`config.mk`:
```
export PLATFORM = sky130hd
export DESIGN_NAME = clock_monitor
export DESIGN_NICKNAME = d
export VERILOG_FILES = /design/src/rtl/clock_pkg.sv /design/src/rtl/sync_edge_detect.sv /design/src/rtl/clock_monitor.sv
export SDC_FILE = /design/constraint.sdc
export NUM_CORES = 1
export LEC_CHECK = 0
export CAP_MARGIN = 20
export CORE_ASPECT_RATIO = 0.6
export CORE_MARGIN = 2
export CORE_UTILIZATION = 45
export CTS_CLUSTER_SIZE = 28
export DETAILED_ROUTE_END_ITERATION = 10
export GPL_TIMING_DRIVEN = 0
export PLACE_DENSITY = 0.75
export SLEW_MARGIN = 20
export SYNTH_ARGS = -nofsm -noshare
export SYNTH_HDL_FRONTEND = slang
export SYNTH_SLANG_ARGS = --single-unit
```
`constraint.sdc`:
```
create_clock -name clk -period 3.6 [get_ports clk]
set_clock_uncertainty 0.1 [all_clocks]
set_input_delay 0.72 -clock clk [delete_from_list [all_inputs] [get_ports clk]]
set_output_delay 0.72 -clock clk [all_outputs]
set_load 0.02 [all_outputs]
```
`src/rtl/clock_pkg.sv`:
```
// Shared types and derived constants for the clock monitor.
// Provides the monitor state enum, count type and EXP_HALF/TOL/TIMEOUT helpers.
package clock_pkg;

    typedef enum logic [1:0] {
        IDLE,
        ACQUIRE,
        LOCKED,
        LOST
    } state_t;

    typedef logic [31:0] count_t;

    localparam count_t COUNT_MAX = '1;

    // The matching divider toggles every threshold+1 cycles.
    function automatic count_t exp_half(input int unsigned from_hz,
                                        input int unsigned to_hz);
        return count_t'(from_hz / to_hz + 32'd1);
    endfunction

    function automatic count_t tol(input int unsigned from_hz,
                                   input int unsigned to_hz);
        return exp_half(from_hz, to_hz) / 32'd4;
    endfunction

    function automatic count_t timeout(input int unsigned from_hz,
                                       input int unsigned to_hz);
        return exp_half(from_hz, to_hz) << 1;
    endfunction

endpackage

```
`src/rtl/sync_edge_detect.sv`:
```
// Synchroniser, optional deglitch filter (CLOCK_MONITOR_DEGLITCH_EN) and edge register.
// Ports: clk, rst (async high), clk_in (async) -> rise, any_edge (combinational pulses).
module sync_edge_detect #(
    parameter int unsigned SYNC_STAGES = 2
) (
    input  logic clk,
    input  logic rst,
    input  logic clk_in,
    output logic rise,
    output logic any_edge
);

    logic [SYNC_STAGES-1:0] sync_q;
    logic                   level_q;
    logic                   level;

    always_ff @(posedge clk or posedge rst) begin
        if (rst) begin
            sync_q <= '0;
        end else begin
            sync_q <= {sync_q[SYNC_STAGES-2:0], clk_in};
        end
    end

`ifdef CLOCK_MONITOR_DEGLITCH_EN
    logic [1:0] hist_q;

    always_ff @(posedge clk or posedge rst) begin
        if (rst) begin
            hist_q <= '0;
        end else begin
            hist_q <= {hist_q[0], sync_q[SYNC_STAGES-1]};
        end
    end

    // Accept a new level only once it has been seen on three
    // consecutive cycles; otherwise hold the accepted level.
    always_comb begin
        level = level_q;
        if (sync_q[SYNC_STAGES-1] == hist_q[0] && hist_q[0] == hist_q[1]) begin
            level = sync_q[SYNC_STAGES-1];
        end
    end
`else
    assign level = sync_q[SYNC_STAGES-1];
`endif

    always_ff @(posedge clk or posedge rst) begin
        if (rst) begin
            level_q <= 1'b0;
        end else begin
            level_q <= level;
        end
    end

    assign rise     = level & ~level_q;
    assign any_edge = level ^ level_q;

endmodule

```
`src/rtl/clock_monitor.sv`:
```
// Samples a slow clock in the clk domain, emits rise ticks, measures the half-period, tracks lock/loss.
// Ports: clk, rst (async high), clk_in -> tick, half_period[31:0], locked, lost. Option: CLOCK_MONITOR_DEGLITCH_EN.
module clock_monitor
    import clock_pkg::*;
#(
    parameter int unsigned FROM_HZ     = 10,
    parameter int unsigned TO_HZ       = 1,
    parameter int unsigned SYNC_STAGES = 2,
    parameter int unsigned LOCK_COUNT  = 4
) (
    input  logic        clk,
    input  logic        rst,
    input  logic        clk_in,
    output logic        tick,
    output logic [31:0] half_period,
    output logic        locked,
    output logic        lost
);

    localparam count_t EXP_HALF = exp_half(FROM_HZ, TO_HZ);
    localparam count_t TOL      = tol(FROM_HZ, TO_HZ);
    localparam count_t TIMEOUT  = timeout(FROM_HZ, TO_HZ);
    localparam count_t LO       = EXP_HALF - TOL;
    localparam count_t HI       = EXP_HALF + TOL;
    localparam count_t LOCK_CNT = count_t'(LOCK_COUNT);

    state_t state_q, state_d;
    count_t cnt_q;
    count_t good_q, good_d;
    count_t measured;
    logic   rise, any_edge;
    logic   first_edge, in_tol, timed_out;

    sync_edge_detect #(
        .SYNC_STAGES(SYNC_STAGES)
    ) u_sync (
        .clk      (clk),
        .rst      (rst),
        .clk_in   (clk_in),
        .rise     (rise),
        .any_edge (any_edge)
    );

    assign measured   = cnt_q + 32'd1;
    assign in_tol     = (measured >= LO) && (measured <= HI);
    assign timed_out  = cnt_q >= TIMEOUT;
    // No prior edge to measure from after reset or loss.
    assign first_edge = (state_q == IDLE) || (state_q == LOST);

    // An edge always takes priority over a timeout in the same cycle.
    always_comb begin
        state_d = state_q;
        good_d  = good_q;
        unique case (state_q)
            IDLE: begin
                if (any_edge) begin
                    state_d = ACQUIRE;
                    good_d  = '0;
                end else if (timed_out) begin
                    state_d = LOST;
                end
            end
            ACQUIRE: begin
                if (any_edge) begin
                    if (!in_tol) begin
                        good_d = '0;
                    end else if (good_q + 32'd1 == LOCK_CNT) begin
                        state_d = LOCKED;
                        good_d  = '0;
                    end else begin
                        good_d = good_q + 32'd1;
                    end
                end else if (timed_out) begin
                    state_d = LOST;
                end
            end
            LOCKED: begin
                if (any_edge) begin
                    if (!in_tol) begin
                        state_d = ACQUIRE;
                        good_d  = '0;
                    end
                end else if (timed_out) begin
                    state_d = LOST;
                end
            end
            LOST: begin
                if (any_edge) begin
                    state_d = ACQUIRE;
                    good_d  = '0;
                end
            end
            default: begin
                state_d = IDLE;
                good_d  = '0;
            end
        endcase
    end

    always_ff @(posedge clk or posedge rst) begin
        if (rst) begin
            state_q     <= IDLE;
            good_q      <= '0;
            cnt_q       <= '0;
            half_period <= '0;
            tick        <= 1'b0;
            locked      <= 1'b0;
            lost        <= 1'b0;
        end else begin
            state_q <= state_d;
            good_q  <= good_d;
            tick    <= rise;
            locked  <= (state_d == LOCKED);
            lost    <= (state_d == LOST);
            if (any_edge) begin
                cnt_q <= '0;
                if (!first_edge) begin
                    half_period <= measured;
                end
            end else if (cnt_q != COUNT_MAX) begin
                cnt_q <= cnt_q + 32'd1;
            end
        end
    end

endmodule

```
Word level (Yosys, flattened, before mapping):

Cells that the tools add are included.

* register bits after elaboration: 104
* input port bits: 3
* word-level logic and storage cells: 54

* add/subtract/negate cells: 2
* order comparisons: 3
* eq/ne operators: 11
* multiplexer cells: 18
* bitwise gates (word level): 4
* reductions and logical operators: 7

Operator list (number)
* $mux W32: 8
* $pmux W32 S3: 1
* $add A32 B1 Y32 const B: 2
* $eq A32 B3 Y1 const B: 1
* $ge A32 B4 Y1 const B: 1
* $ge A32 B5 Y1 const B: 1
* $le A32 B4 Y1 const B: 1
* $ne A32 B32 Y1 const B: 1
* $mux W2: 8
* $eq A2 B2 Y1 const B: 4
* $pmux W2 S4: 1
* $ne A2 B2 Y1 const B: 3
* $reduce_and A4 Y1: 1
* $eq A2 B1 Y1 const B: 1
* $logic_not A2 Y1: 1
* $ne A2 B1 Y1 const B: 1
* $not A1 Y1: 2
* $reduce_and A2 Y1: 1
* $reduce_bool A2 Y1: 1
* $reduce_or A2 Y1: 1
* $and A1 B1 Y1: 1
* $logic_and A1 B1 Y1: 1
* $logic_or A1 B1 Y1: 1
* $xor A1 B1 Y1: 1

Depth between registers and ports, before layout:

Gate-level depths: netlist of run 1.

* word-level depth: 7
* depth in mapped cells: 13
* gate-level depth less buffers: 11

By module:

From an unflattened synthesis of run 1, not the netlist that was laid out.

* cell total of the unflattened synthesis: 689
* area total of the unflattened synthesis: 6145.9 µm²

By module, submodules not included
* clock_monitor: instances 1, cells each 682, area an instance 6047.0 µm², seq. area each 2527.4 µm²
* sync_edge_detect: instances 1, cells each 7, area an instance 98.8 µm², seq. area each 75.1 µm²

Worst setup path before layout of run 1:

OpenSTA, ideal clock, no wires.

* path kind: register to register
* start point: reg cnt_q[1]
* end point: reg good_q[13]
* arrival time: 3.217 ns
* slack: 0.207 ns
* stages on the path, launching flop included: 12
* clock period less this slack: 3.393 ns
* path through: dfrtp_1 ha_1 and4_1 buf_4 nand4_4 or4_4 a2bb2o_4 a2111oi_4 nand4_4 or2_1 or4_1 o21ai_1

* longest elaborated chain between the ends: 6
* elaborated cells on any way between the ends: 9
* classes of those cells: 1 x add/sub; 2 x order compare; 1 x eq/ne; 3 x mux; 2 x reduce/logical

Ends and longest elaborated chain
* start, declared: line clock_monitor.sv:28 `count_t cnt_q;`
* start signal, assigned: line clock_monitor.sv:121 `cnt_q <= cnt_q + 32'd1;`
* $add A32 B1 Y32 *: line clock_monitor.sv:44 `assign measured = cnt_q + 32'd1;`
* $ge A32 B4 Y1 or $le A32 B4 Y1 (tied branches): line clock_monitor.sv:45 `assign in_tol = (measured >= LO) && (measured <= HI);`
* $logic_and A1 B1 Y1 *: line clock_monitor.sv:45
* $mux W32: line clock_monitor.sv:65 `if (!in_tol) begin`
* $mux W32: line clock_monitor.sv:64 `if (any_edge) begin`
* $pmux W32 S3: line clock_monitor.sv:54 `unique case (state_q)`
* end signal, assigned: line clock_monitor.sv:111 `good_q <= good_d;`
* end, declared: line clock_monitor.sv:29 `count_t good_q, good_d;`

Mark *: on every way between the ends. The rest lies on a longest branch, timed or not. The select of a mux whose other input is x is not followed.
A chain may end at the register's enable or synchronous reset.

Worst setup path after layout of run 1:

* start point: reg cnt_q[0]
* end point: reg good_q[16]

Same word-level chain as after synthesis.

==> results.ini, run 1 <==
[synthesis]
ys.flop_type=dfrtp_1
synth_edf_count=0
ys_ff_latch=104
synth_cells=737
ys_seq_area_share_pct=40.5
async_reset_ff_share_pct=100
synth_top_area_share_pct=40.5
synth_xor_area_share_pct=6.67
syn_area_sq_um=6430
synth.avg_cell_area_sq_um=8.73
ys_warn_count=0
synthTopCellsByArea=dfrtp_1, o21ai_0, nand2_1
mappedNetlistNets=749
yosys.area_share.simple_pct=26.8
synth_top_family_by_area=simple AND/OR/NAND/NOR gates
ys_types=66
synth_mux_area_share_pct=3.56
synth_compound_area_share_pct=15.7
synth_top_area_cell=dfrtp_1
synthAdderAreaFrac_pct=1.75

[worst_setup_path]
r2r_cells=13
cp-end-kind=register
crit_path_max_fanout=10
reg2reg_from=cnt_q[0]
worstPathRequired_ns=3.79
crit_path_start_kind=register
crit_type=reg -> reg
reg2reg_slack_ns=0.05
startpoint=cnt_q[0]
reg2reg_to=good_q[16]
crit_arrival_ns=3.74
cp-endpoint=good_q[16]

[clock_network]
insertion_delay_ns=0.35
hold_buffers=0
path_clk_slew_ns=0.08
cts_buffers=9
cts_tree=done
clockBufferDepth=2
cts_root_buf=clkbuf_16
numClockSinks=104
htreeDepth=3

[pwr]
internal-power_w=0.00204
power-per-cell-area_nw_per_um2=379
ir_drop_mv=0.270
p_leak_nw=3.32
combPwrFrac_pct=21.9
clkPwrFrac_pct=37.0
p_sw_share_pct=31.7
power_frac_seq_pct=41.1
total_power_w=0.00299
switchingPower_w=0.000948

[route]
drtIter0Drc=766
wl_microns=18300
vias=6097
wl_per_cell_microns=18.2
avgViaCountPerCell=6.07
drc=0
firstDrtPassIters=8
ant_nets=0

[final_layout]
nFillCells=1198
drive_above_1_share_pct=17.0
final_common_cell=dfrtp_1
nets=820
syn_to_final_growth_pct=22.5
diodes=0
mostFrequentLayoutCells=dfrtp_1, nand2_1, o21ai_0

[timing]
clock.fmax_mhz=282
rsz0062_at_grt=yes
finalSetupViolCount=0
fin_crit_sh_pct=98.5
tightest_slew_ns=0.740
fin_crit_ns=3.55
max_slew_margin_pct=50.7
holdWs_ns=0.250
final_hold_viol_count=0
timing.final.max_slew_violations=0
timing.final.ws_setup_ns=0.0539

[grt]
grtUsageTotal_pct=23.6
antenna_found_initial=0
grt_pass1_wl_microns=28600
grt.overflow.total=0
grt_max_degree=68
grt_pass1_vias=5406

[placement]
port_buffers=37
place_congestion=1.01
place_ws_ns=-0.802
post-dp-hpwl_microns=12800

[run_status]
status=complete, no violations

[job]
max-cap-violations=0

[die]
die_area_sq_um=15300
core.rowCount=33
initial_core_util_pct=46.6
die_w_microns=158
die_y_microns=96.6
core_area_sq_um=13800
ios=38

[min_path]
hold_class=reg -> reg

worst max-delay path, stage by stage (launching register included):
cell	delay (ns)
dfrtp_1	0.41
ha_4	0.18
and4_1	0.16
buf_4	0.18
nand4_4	0.18
buf_4	0.19
o31ai_1	0.48
a2111oi_4	0.17
and4_1	0.24
buf_4	0.18
a21o_1	0.25
clkbuf_4	0.23
nor4_1	0.39
a21o_1	0.13
cell type report:
type	instances	area, sq um	share of cell area [%]
inverter	18	72.6	0.921
buffer	55	259	3.29
clock buffer	9	225	2.86
clock inverter	7	106	1.35
sequential	104	2610	33.1
timing repair buffer	63	602	7.64
multi-input combinational	557	3770	47.8
tap	192	240	3.05
state kept, by name (all words and copies together) (netlist names):
register / flops
cnt_q: 32
state_q: 2
half_period: 32
u_sync.level_q: 1
good_q: 32
tick: 1
lost: 1
locked: 1
u_sync.sync_q: 2
worst min path at each step:
stage / cells after the start / to / start
2_1_floorplan: 0 / u_sync.sync_q[1] / u_sync.sync_q[0]
3_3_place_gp: 0 / u_sync.sync_q[1] / u_sync.sync_q[0]
3_5_place_dp: 0 / u_sync.sync_q[1] / u_sync.sync_q[0]
4_1_cts: 0 / u_sync.sync_q[1] / u_sync.sync_q[0]
5_1_grt: 0 / u_sync.sync_q[1] / u_sync.sync_q[0]
6_report: 0 / u_sync.sync_q[1] / u_sync.sync_q[0]
metal layers:
metal,wire [microns],GRT usage [%],vias to the layer above
met2,6880,29.0,371
li1,-,-,2812
met4,224,3.67,0
met5,0,0,-
met3,2470,8.78,30
met1,8690,38.6,2884
power by group through the flow:
stage | sequential (W) | combinational (W) | clock [W]
4_1_cts | 0.00123 | 0.000611 | 0.00112
6_report | 0.00123 | 0.000655 | 0.00111
2_1_floorplan | 0.00127 | 0.000349 | 0
3_5_place_dp | 0.00125 | 0.000571 | 0
5_1_grt | 0.00123 | 0.000706 | 0.00118
3_3_place_gp | 0.00125 | 0.000560 | 0
per-stage QoR:
step	setup TNS, ns	cell area, sq um	utilization (%)	std cells
3_3_place_gp	-176.83	7040	51.1	966
3_5_place_dp	-19.78	7070	51.3	967
6_report	0	7880	57.1	1005
4_1_cts	0	7580	55.0	994
5_1_grt	-0.162	7880	57.1	1005
2_1_floorplan	0	6430	-	737
cells by family after synthesis:
| kind of cell | Yosys count |
|---|---|
| xor gates and xnor gates | 49 |
| and+or+nand+nor | 322 |
| adders and majority gates | 9 |
| buffers and inverters | 76 |
| muxes | 21 |
| DFF | 104 |
| AOI/OAI and AO/OA | 156 |
cells in the mapped netlist (6+ instances only):
cell type,number
a211oi_1,8
a21o_1,7
a21oi_1,13
and2_1,8
and3_1,11
and4_1,14
buf_2,14
clkbuf_1,35
dfrtp_1,104
ha_1,9
inv_1,18
mux2_2,15
mux2i_1,6
nand2_1,90
nand2b_1,10
nand3_1,40
nand4_1,31
nor2_1,40
nor3_1,29
nor4_1,18
o21ai_0,76
o31ai_1,14
xnor2_1,34
xor2_1,15
repair_timing:
action / 4_1_cts / 5_1_grt
buffers inserted: 11 / 14
endpoints found under the hold margin: 0 / 0
pin swaps: 5 / 9
resized for setup: 24 / 44
setup endpoints to repair: 36 / 36
No activity file was read; power rests on OpenSTA's default activity.
==> run 2: changes to the inputs <==
--- a/config.mk
+++ b/config.mk
@@ -13,6 +13,7 @@
 export DETAILED_ROUTE_END_ITERATION = 10
 export GPL_TIMING_DRIVEN = 0
 export PLACE_DENSITY = 0.75
+export SKIP_LAST_GASP = 1
 export SLEW_MARGIN = 20
 export SYNTH_ARGS = -nofsm -noshare
 export SYNTH_HDL_FRONTEND = slang
==> run 2 against run 1 <==
Net effect: clock power about the same; final cell count stayed put; hold slack about the same; utilization hardly changed; die area did not move; setup slack got worse by 0.011 ns; critical endpoint unchanged.
==> results.ini, run 2 (synthesis results as in run 1) <==
[die]
core_area_sq_um=13800  ; unchanged
core.rowCount=33  ; unchanged
ios=38  ; unchanged
die_y_microns=96.6  ; unchanged
die_w_microns=158  ; unchanged
initial_core_util_pct=46.6  ; unchanged
die_area_sq_um=15300  ; unchanged

[clock_network]
clockBufferDepth=2  ; unchanged
insertion_delay_ns=0.35  ; about the same
htreeDepth=3  ; unchanged
path_clk_slew_ns=0.08  ; about the same
cts_buffers=9  ; unchanged
cts_tree=done  ; unchanged
hold_buffers=0  ; unchanged
numClockSinks=104  ; unchanged
cts_root_buf=clkbuf_16  ; unchanged

[timing]
fin_crit_ns=3.56  ; was 3.55 ns
max_slew_margin_pct=50.9  ; was 50.7%
tightest_slew_ns=0.736  ; was 0.740 ns
fin_crit_sh_pct=98.8  ; was 98.5%
rsz0062_at_grt=yes  ; unchanged
timing.final.max_slew_violations=0  ; unchanged
timing.final.ws_setup_ns=0.0425  ; was 0.0539 ns
final_hold_viol_count=0  ; unchanged
clock.fmax_mhz=281  ; was 282 MHz
finalSetupViolCount=0  ; unchanged

[worst_setup_path]
reg2reg_slack_ns=0.04  ; was 0.05 ns
crit_top_cell=buf_4  ; unchanged
crit_path_max_fanout=10  ; unchanged
r2r_cells=13  ; unchanged
slowest_delay_ns=0.49  ; was 0.48 ns
crit_arrival_ns=3.74  ; about the same
reg2reg_from=cnt_q[1]  ; was cnt_q[0]
crit_chain=ha_4 > and4_1 > buf_4 > nand4_4 > buf_4 > o31ai_1 > a2111oi_4 > and4_1 > buf_4 > a21o_1 > clkbuf_4 > nor4_1 > a21o_1  ; unchanged
reg2reg_to=good_q[16]  ; unchanged
critPathSlowestCell=o31ai_1  ; unchanged
worstPathRequired_ns=3.79  ; about the same
crit_path_start_kind=register  ; unchanged
cp-end-kind=register  ; unchanged
crit_type=reg -> reg  ; unchanged

[pwr]
power-per-cell-area_nw_per_um2=379  ; about the same
p_leak_nw=3.31  ; was 3.32 nW
ir_drop_mv=0.270  ; about the same

[route]
firstDrtPassIters=5  ; was 8
vias=6089  ; was 6097
wl_microns=18200  ; was 18300 microns
drtIter0Drc=776  ; was 766
wl_per_cell_microns=18.1  ; was 18.2 microns
avgViaCountPerCell=6.06  ; was 6.07
ant_nets=0  ; unchanged
drc=0  ; unchanged

[final_layout]
nFillCells=1201  ; was 1198
diodes=0  ; unchanged
mostFrequentLayoutCells=dfrtp_1, nand2_1, o21ai_0  ; unchanged
final_common_cell=dfrtp_1  ; unchanged
reg_top3=cnt_q x32, good_q x32, half_period x32  ; unchanged
register_area_sq_um=2610  ; unchanged
multi_input_area_sq_um=3770  ; about the same
fin_area_sq_um=7880  ; about the same
syn_to_final_growth_pct=22.5  ; about the same
fin_cells=1005  ; unchanged
nets=820  ; unchanged
drive_above_1_share_pct=17.0  ; unchanged

[placement]
place_congestion=1.01  ; unchanged
numPlacedInstances=967  ; unchanged
postPlaceCellArea_sq_um=7070  ; unchanged
port_buffers=37  ; unchanged
place_ws_ns=-0.802  ; unchanged
post-dp-hpwl_microns=12800  ; unchanged

[job]
max-cap-violations=0  ; unchanged

[run_status]
status=complete, no violations  ; unchanged

[grt]
grt_pass1_vias=5406  ; unchanged
antenna_found_initial=0  ; unchanged
grt.overflow.total=0  ; unchanged
grtUsageTotal_pct=23.6  ; unchanged
grt_max_degree=68  ; unchanged
grt_pass1_wl_microns=28600  ; unchanged

[min_path]
worst_hold_path.endpoint=u_sync.sync_q[1]  ; unchanged
min_from=u_sync.sync_q[0]  ; unchanged
hold_depth=0  ; unchanged
hold_class=reg -> reg  ; unchanged

-- run 2: where the power goes --
part,switching [W],internal [W]
clock network,0.000477,0.000626
logic,0.000438,0.000214
registers,0.0000258,0.00120
-- run 2: metal layers --
metal	GRT usage, %	wire length [microns]	share of wire, %
met3	8.78	2330	13
met1	38.6	8760	48
met2	29.0	6900	38
met4	3.67	231	1.3
met5	0	0	0
-- run 2: what timing repair did --
item                                    4_1_cts  5_1_grt
endpoints found under the setup margin       36       36
hold endpoints to repair                      0        0
pin swaps                                     5        9
gates resized for setup                      24       42
buffers inserted                             11       14
-- run 2: area by class of cell --
cell class / instances / share of cell area, %
Multi-Input combinational cell: 557 / 47.8
Sequential cell: 104 / 33.1
Timing Repair Buffer: 63 / 7.64
Buffer: 55 / 3.29
Tap cell: 192 / 3.05
Clock buffer: 9 / 2.86
Clock inverter: 7 / 1.35
Inverter: 18 / 0.921
-- run 2: how the worst max path moves through the flow --
| stage | end | depth (start not counted) | slack (ns) | start |
|---|---|---|---|---|
| CTS | good_q[30] | 11 | 0.0009 | good_q[9] |
| detailed placement | good_q[30] | 12 | -0.80 | good_q[0] |
| global route | good_q[29] | 13 | -0.04 | cnt_q[0] |
| global placement | half_period[1] | 2 | -1.51 | rst |
| floorplan | cnt_q[0] | 1 | 0.05 | rst |
| finish | good_q[16] | 13 | 0.04 | cnt_q[1] |
-- run 2: stage by stage --
| stage | setup TNS [ns] | total power [W] | util, % | hold slack, ns |
|---|---|---|---|---|
| finish | 0 | 0.00298 | 57.1 | 0.250 |
| global route | -0.200 | 0.00312 | 57.1 | 0.274 |
| CTS | 0 | 0.00296 | 55.0 | 0.251 |
| detailed placement | -19.78 | 0.00182 | 51.3 | 0.235 |
| global placement | -176.83 | 0.00181 | 51.1 | 0.234 |
| floorplan | 0 | 0.00162 | - | 0.231 |
-- run 2: critical path, delay by kind of cell (launching register included) --
kind,cells,cell delay (ns)
compound gates,4,1.05
simple gates,4,0.96
buf+inv,4,0.79
flops,1,0.42
fa+ha+maj,1,0.17
